`src/rtl/seg7_pkg.sv`:
```
// ----------------------------------------------------------------------------
// seg7_pkg : shared 7-segment glyph constants and digit types.
// Rev 1.0
// ----------------------------------------------------------------------------
`default_nettype none

package seg7_pkg;

  localparam int DIGITS = 4;

  typedef logic [3:0] nibble_t;

  // Glyphs are {g,f,e,d,c,b,a}, active-low.
  localparam logic [6:0] SEG_BLANK = 7'h7F;
  localparam logic [6:0] SEG_0 = 7'h40;
  localparam logic [6:0] SEG_1 = 7'h79;
  localparam logic [6:0] SEG_2 = 7'h24;
  localparam logic [6:0] SEG_3 = 7'h30;
  localparam logic [6:0] SEG_4 = 7'h19;
  localparam logic [6:0] SEG_5 = 7'h12;
  localparam logic [6:0] SEG_6 = 7'h02;
  localparam logic [6:0] SEG_7 = 7'h78;
  localparam logic [6:0] SEG_8 = 7'h00;
  localparam logic [6:0] SEG_9 = 7'h10;
  localparam logic [6:0] SEG_A = 7'h08;
  localparam logic [6:0] SEG_B = 7'h03;
  localparam logic [6:0] SEG_C = 7'h46;
  localparam logic [6:0] SEG_D = 7'h21;
  localparam logic [6:0] SEG_E = 7'h06;
  localparam logic [6:0] SEG_F = 7'h0E;

  localparam logic [6:0] SEG_GLYPH [16] = '{
    SEG_0, SEG_1, SEG_2, SEG_3, SEG_4, SEG_5, SEG_6, SEG_7,
    SEG_8, SEG_9, SEG_A, SEG_B, SEG_C, SEG_D, SEG_E, SEG_F
  };

endpackage

`default_nettype wire

```
`src/rtl/seg7_result_scan_if.sv`:
```
// ----------------------------------------------------------------------------
// seg7_result_scan_if : status word in, multiplexed display lines out.
// Rev 1.0
// ----------------------------------------------------------------------------
`default_nettype none

interface seg7_result_scan_if;
  logic [15:0] status;
  logic [3:0]  an;
  logic [6:0]  seg;
  logic        dp;
  logic [14:0] shown;

  modport master (output status, input an, input seg, input dp, input shown);
  modport slave  (input status, output an, output seg, output dp, output shown);
endinterface

`default_nettype wire

```
`src/rtl/seg7_decode.sv`:
```
// ----------------------------------------------------------------------------
// seg7_decode : combinational hex nibble to active-low 7-segment glyph.
// Rev 1.0
// ----------------------------------------------------------------------------
`default_nettype none

module seg7_decode
  import seg7_pkg::*;
(
  input  nibble_t    nibble,
  output logic [6:0] glyph
);

  assign glyph = SEG_GLYPH[nibble];

endmodule

`default_nettype wire

```
`src/rtl/seg7_result_scan.sv`:
```
// ----------------------------------------------------------------------------
// seg7_result_scan : latches the wrapper result and scans it onto a 4-digit
// common-anode display with a busy spinner. Option: SEG7_LEADING_ZERO_BLANK_EN.
// Rev 1.0
// ----------------------------------------------------------------------------
`default_nettype none

module seg7_result_scan
  import seg7_pkg::*;
#(
  parameter int SCAN_BITS  = 16,
  parameter int SPIN_SCANS = 8
) (
  input  logic               clk,
  input  logic               nrst,
  seg7_result_scan_if.slave  bus
);

  localparam int RW = (SPIN_SCANS > 1) ? $clog2(SPIN_SCANS) : 1;
  localparam logic [SCAN_BITS-1:0] DIV_ONE   = 1;
  localparam logic [RW-1:0]        ROUND_ONE = 1;
  localparam logic [RW-1:0]        ROUND_TOP = RW'(SPIN_SCANS - 1);

  logic [SCAN_BITS-1:0] div_q, div_d;
  logic [1:0]           idx_q, idx_d;
  logic [RW-1:0]        round_q, round_d;
  logic [1:0]           spin_q, spin_d;
  logic                 busy_q, busy_d;
  logic [14:0]          latch_q, latch_d;
  logic [3:0]           an_q, an_d;
  logic [6:0]           seg_q, seg_d;
  logic                 dp_q, dp_d;

  logic        busy_in;
  logic        div_wrap;
  logic        round_done;
  logic        spin_step;
  logic        blank;
  logic [15:0] value;
  nibble_t     nib;
  logic [6:0]  glyph;

  seg7_decode u_decode (
    .nibble (nib),
    .glyph  (glyph)
  );

  always_comb begin
    busy_in    = bus.status[15];
    busy_d     = busy_in;

    // Falling busy edge, or an idle result that changed without a busy pulse.
    latch_d = latch_q;
    if (!busy_in && (busy_q || (bus.status[14:0] != latch_q))) begin
      latch_d = bus.status[14:0];
    end

    div_d      = div_q + DIV_ONE;
    div_wrap   = &div_q;
    idx_d      = div_wrap ? idx_q + 2'd1 : idx_q;
    round_done = div_wrap && (idx_q == 2'd3);
    spin_step  = round_done && (round_q == ROUND_TOP);

    round_d = round_q;
    if (spin_step) begin
      round_d = '0;
    end else if (round_done) begin
      round_d = round_q + ROUND_ONE;
    end

    // A busy fall on a step cycle clears rather than advances.
    spin_d = spin_q;
    if (!busy_q || !busy_in) begin
      spin_d = 2'd0;
    end else if (spin_step) begin
      spin_d = spin_q + 2'd1;
    end

    value = {1'b0, latch_q};
    nib   = nibble_t'(value >> {idx_q, 2'b00});

`ifdef SEG7_LEADING_ZERO_BLANK_EN
    blank = (idx_q != 2'd0) && ((value >> {idx_q, 2'b00}) == 16'd0);
`else
    blank = 1'b0;
`endif

    an_d  = ~(4'b0001 << idx_q);
    seg_d = blank ? SEG_BLANK : glyph;
    dp_d  = !(busy_q && (idx_q == spin_q));
  end

  always_ff @(posedge clk or negedge nrst) begin
    if (!nrst) begin
      div_q   <= '0;
      idx_q   <= 2'd0;
      round_q <= '0;
      spin_q  <= 2'd0;
      busy_q  <= 1'b0;
      latch_q <= 15'd0;
      an_q    <= 4'hF;
      seg_q   <= SEG_BLANK;
      dp_q    <= 1'b1;
    end else begin
      div_q   <= div_d;
      idx_q   <= idx_d;
      round_q <= round_d;
      spin_q  <= spin_d;
      busy_q  <= busy_d;
      latch_q <= latch_d;
      an_q    <= an_d;
      seg_q   <= seg_d;
      dp_q    <= dp_d;
    end
  end

  assign bus.an    = an_q;
  assign bus.seg   = seg_q;
  assign bus.dp    = dp_q;
  assign bus.shown = latch_q;

endmodule

`default_nettype wire

```
`src/flat_wrapper.sv`:
```
// flat-port wrapper written by rule: the top's interface ports become plain ports
module seg7_result_scan_flat import seg7_pkg::*;
#(
  parameter int SCAN_BITS  = 16,
  parameter int SPIN_SCANS = 8
)
  (clk, nrst, bus_status, bus_an, bus_seg, bus_dp, bus_shown);
  seg7_result_scan_if bus_i ();
  input  logic clk;
  input  logic nrst;
  input wire logic [$bits(bus_i.status)-1:0] bus_status;
  output wire logic [$bits(bus_i.an)-1:0] bus_an;
  output wire logic [$bits(bus_i.seg)-1:0] bus_seg;
  output wire logic [$bits(bus_i.dp)-1:0] bus_dp;
  output wire logic [$bits(bus_i.shown)-1:0] bus_shown;
  assign bus_i.status = bus_status;
  assign bus_an = bus_i.an;
  assign bus_seg = bus_i.seg;
  assign bus_dp = bus_i.dp;
  assign bus_shown = bus_i.shown;
  seg7_result_scan #(.SCAN_BITS(SCAN_BITS), .SPIN_SCANS(SPIN_SCANS)) u_core (.clk(clk), .nrst(nrst), .bus(bus_i));
endmodule
```
`config.mk`:
```
export PLATFORM = sky130hd
export DESIGN_NAME = seg7_result_scan_flat
export DESIGN_NICKNAME = d
export VERILOG_FILES = /design/src/rtl/seg7_pkg.sv /design/src/rtl/seg7_result_scan_if.sv /design/src/rtl/seg7_decode.sv /design/src/rtl/seg7_result_scan.sv /design/src/flat_wrapper.sv
export SDC_FILE = /design/constraint.sdc
export NUM_CORES = 1
export LEC_CHECK = 0
export BUFFER_PORTS_ARGS = -buffer_cell sky130_fd_sc_hd__buf_2
export CORE_ASPECT_RATIO = 0.8
export CORE_MARGIN = 4
export CORE_UTILIZATION = 50
export DETAILED_ROUTE_END_ITERATION = 6
export GPL_TIMING_DRIVEN = 0
export PLACE_DENSITY_LB_ADDON = 0.15
export SLEW_MARGIN = 15
export SYNTH_ARGS = -nofsm -noshare
export SYNTH_HDL_FRONTEND = slang
export SYNTH_HIERARCHICAL = 1
export SYNTH_SLANG_ARGS = --single-unit
export TNS_END_PERCENT = 100
```
`constraint.sdc`:
```
create_clock -name clk -period 2.2 [get_ports clk]
set_input_delay 0.44 -clock clk [delete_from_list [all_inputs] [get_ports clk]]
set_output_delay 0.44 -clock clk [all_outputs]
set_load 0.02 [all_outputs]
```
; After elaboration in Yosys (flattened, before gate mapping)
; Memory sizes are Yosys's and may differ from the RTL's. A register that Yosys moved wholly into a read port is not among the register bits.
; Index checks and enable logic that the tools add are counted.
[classes]
shift = 2
bitwise = 2
addsub = 4
reduce_logical = 13
n_mux = 4
n_eq_ne = 4
[ops]
columns = op, count
row1 = adder 16 x 1 -> 16 bit (second input constant), 1
row2 = AND reduction 16 bit, 1
row3 = != test 15 bit, 1
row4 = right shift 15 x 4 -> 4 bit, 1
row5 = 2-to-1 mux 3 bit, 2
row6 = NOT 4 -> 5 bit, 1
row7 = adder 2 x 1 -> 2 bit (second input constant), 2
row8 = logical AND 1 bit, 4
row9 = zero test 1 bit, 4
row10 = 2-to-1 mux 2 bit, 2
row11 = NOT 4 bit, 1
row12 = nonzero test 2 bit, 2
row13 = << shifter 1 x 2 -> 4 bit (first input constant), 1
row14 = adder 3 x 1 -> 3 bit (second input constant), 1
row15 = equality test 3 bit (second input constant), 1
row16 = equality test 2 bit, 1
row17 = equality test 2 bit (second input constant), 1
row18 = logical OR 1 bit, 2
[word_totals]
out_inout_bits = 27
regBits = 44
romBits = 112
mem_count = 1
[memory_table]
columns = name, words, word_bits, read_ports, rd_clocked_by_memory_dff, write_ports, line_no
row1 = (name not given), 16, 7, 1, 1, 0, seg7_decode.sv:14  ; assign glyph = SEG_GLYPH[nibble];

; Logic depth before layout (Yosys ltp)
[logic_depth]
ltp_word = 5
depth_mapped = 8
mapped_depth_nobuf = 6

; By module
; Netlist, hierarchy kept.
[by_module_without_submodules]
columns = mod, cells_per_inst, area_each_um2, n_inst
row1 = seg7_result_scan, 167, 2361.0, 1
row2 = seg7_decode, 32, 275.3, 1

; Worst setup path after synthesis
; No wires, ideal clock.
[synth_path]
kind = reg2reg
start = reg u_core.idx_q[0]
end = reg u_core.seg_q[0], in the netlist u_core/bus.seg[0]
slack_ns = -0.105
period_less_slack_ns = 2.305
setup_time_ns = 0.079
path_stages_with_launch = 8
required_time_ns = 2.121
arrival_ns = 2.226
cell_sequence = dfrtp_1 > clkbuf_1 > mux4_2 > inv_1 > ha_1 > and2b_2 > or3b_1 > o21ai_0
[synth_via]
elab_chain_cells = 2
[synth_rtl]
columns = item, line_no
row1 = start: declaration, seg7_result_scan.sv:25  ; logic [1:0] idx_q, idx_d;
row2 = start signal: assignment, seg7_result_scan.sv:106  ; idx_q <= idx_d;
row3 = right shift 15 x 4 -> 4 bit, seg7_result_scan.sv:80  ; nib = nibble_t'(value >> {idx_q, 2'b00});
row4 = named net u_core.nib[1], seg7_result_scan.sv:40  ; nibble_t nib;
row5 = NOT 4 -> 5 bit (not written as such), seg7_decode.sv:14
row6 = end: declaration, seg7_result_scan.sv:31  ; logic [6:0] seg_q, seg_d;
; The timed path passes the listed nets, and every way through them passes these cells.
; A chain may end at the register's enable or synchronous reset.

; Worst setup path after layout
; Ends and elaborated chain as after synthesis.

==> flow_summary.ini <==
[pwr]
p_leak_nw = 1.47
power.density_mw_per_mm2 = 627
ir_drop_mv = 0.348

[worst_setup_path]
r2r_start = u_core/idx_q[0]
cpMaxStageDelayCell = mux4_2
r2r_cells = 7
r2r_slack_ns = 0.11
critPathKind = reg -> reg
crit_fanout = 6
path_cells = buf_8, mux4_2, inv_4, ha_1, and2b_2, or3b_1, o21ai_0
endpoint_kind = flip-flop
arrival_ns = 2.32
start_kind = flip-flop
timing.rr.end = u_core/bus.seg[0]
cp.required_ns = 2.43
critPathBufInv = 2
cp_top_family = simple AND/OR/NAND/NOR gates
slowest_delay_ns = 0.56

[clocking]
htreeDepth = 2
cts_tree = yes
cts.sinks = 51
cts_buffers = 5
insertion_delay_ns = 0.30
cts_root_buf = clkbuf_8
clock_path_buffers = 2
hold_buffers = 0
path_clk_slew_ns = 0.09

[timing]
finalCriticalPeriod_ns = 2.09
slew_headroom = 0.590
rsz0062_at_grt = false
skew_ns = 0.00709
fin_tns_setup_ns = 0
fmax_mhz = 478
drv_slew = 0
setup-violations-final = 0
fin_crit_sh = 0.950
worst_slew_pin_slew_ns = 0.615
hold_violations = 0

[die]
die-area_mm2 = 0.00651
ioPinCount = 45
rows = 23
initial_utilization = 0.521
die_w_um = 89.2
core-area_mm2 = 0.00506
die_y_um = 72.9

[logic_synthesis]
synthCells = 199
avgSynthCellArea_um2 = 13.2
syn-num-nets = 231
ys_seq_area_frac = 0.490
synth_edf_count = 0
synthTopCellsByCount = 39 x dfrtp_1, 21 x xnor2_1, 14 x ha_1
yosysWarnings = 6
synthAdderAreaFrac = 0.0664
syn_area_mm2 = 0.00264
synth_simple_gate_area_frac = 0.119
synth_most_common_cell = dfrtp_1
synthArstFlopShare = 1.00
synth_top_area_share = 0.370
synth_cell_type_count = 36
ys_ff_latch = 51
synth-xor-area-share = 0.106
synth_area_leader_cell = dfrtp_1
synthMuxAreaShare = 0.165
synth_top_family_by_area = multiplexers
synth.area.top_cells = dfrtp_1 37%, dfstp_2 12%, xnor2_1 7.0%
synth-compound-area-share = 0.0261
ys.flop_type = dfrtp_1

[global_route]
first_global_vias = 1595
overflow = 0
grt_max_degree = 52
grt_pass1_wl_um = 7780
grt.total_usage = 0.155
antenna_found_initial = 0

[routing]
firstDrtPassIters = 4
final_antenna_net_count = 0
drt-total-wl_um = 4650
drtIter0Drc = 90
wl_per_cell_um = 14.6
num_vias = 1661
vias_per_cell = 5.21
drcViolationCount = 0

[placement]
portBuffers = 44
place.gp.congestion = 0.735
place_area_mm2 = 0.00294
dp_hpwl_um = 3360

[status]
status = complete, no violations

[finish]
seq_area_mm2 = 0.00129
fillCellCount = 430
area_growth_syn_to_layout_pct = 16.8
antenna_cells = 0
drive_gt1_frac = 0.405
multi_input_area_mm2 = 0.00127
design_area_mm2 = 0.00308
nets = 288

[run]
drv_cap = 0

[min_path]
hold_path_class = in -> async
==> how the worst max path moves through the flow <==
| stage | depth (start not counted) | slack, ns | from | end |
|---|---|---|---|---|
| floorplan | 7 | 0.04 | u_core/idx_q[0] | u_core/bus.seg[0] |
| global placement | 7 | -0.18 | u_core/idx_q[0] | u_core/bus.seg[0] |
| detailed placement | 7 | -0.19 | u_core/idx_q[0] | u_core/bus.seg[0] |
| CTS | 7 | 0.002 | u_core/idx_q[1] | u_core/bus.seg[0] |
| global route | 7 | 0.04 | u_core/idx_q[0] | u_core/bus.seg[0] |
| finish | 7 | 0.11 | u_core/idx_q[0] | u_core/bus.seg[0] |
==> what timing repair did <==
action / CTS / global route
setup endpoints to repair: 2 / 3
buffers inserted: 1 / 5
resized for setup: 3 / 4
==> cells in the final DEF (no fill, tap or decap), types with 5 or more instances in the layout <==
cell type,netlist,final
mux2_4,11,11
xor2_1,11,11
mux2_2,9,9
inv_1,10,9
buf_2,1,44
buf_4,0,7
nor2_1,9,9
dfrtp_1,39,39
xnor2_1,21,21
clkbuf_8,0,5
nand4_1,8,8
mux2i_1,7,7
dfstp_2,12,12
ha_1,14,14
nand3_1,10,10
==> metrics by stage <==
stage,util,std cells,power [mW],hold WS [ns],setup WS (ns)
after floorplan,-,199,1.30,0.144,0.0375
after global placement,0.580,305,1.42,0.455,-0.175
after detailed placement,0.580,305,1.43,0.457,-0.185
after CTS,0.599,314,1.95,0.329,0.00224
after global routing,0.608,319,2.03,0.196,0.0365
final,0.608,319,1.93,0.154,0.109
==> registers in the layout (all words and copies together), names as in the netlist <==
signal / count
u_core/bus.an: 4
u_core/bus.dp: 1
u_core/bus.seg: 7
u_core/bus.shown: 15
u_core/busy_q: 1
u_core/div_q: 16
u_core/idx_q: 2
u_core/round_q: 3
u_core/spin_q: 2
==> metal layers <==
layer	GRT usage	share of wire	wire (um)
met1	0.237	0.51	2370
met5	0	0	0
met3	0.0395	0.052	241
met4	0.0446	0.0095	44
met2	0.214	0.43	2000
==> cell type report <==
class                   count  area share
flip-flops and latches     51       0.420
well taps                  62      0.0252
clock buffers               7      0.0248
inverters                  10      0.0130
repair buffers             50      0.0870
clock inverters             1     0.00163
multi-input cells         133       0.413
plain buffers               5      0.0154
==> report_power, final <==
group          internal [mW]  switching, mW  leakage [nW]
Sequential              1.00         0.0406         0.620
Clock                  0.224          0.293        0.0422
Combinational          0.165          0.203         0.806
==> kinds of logic after synthesis <==
group,count (synthesis)
adder cells (fa/ha/maj),14
AND/OR/NAND/NOR,48
AO/OA/AOI/OAI,8
buffers and inverters,15
flip-flops,51
multiplexers,31
XOR/XNOR,32
Power figures use the tool's default switching activity.
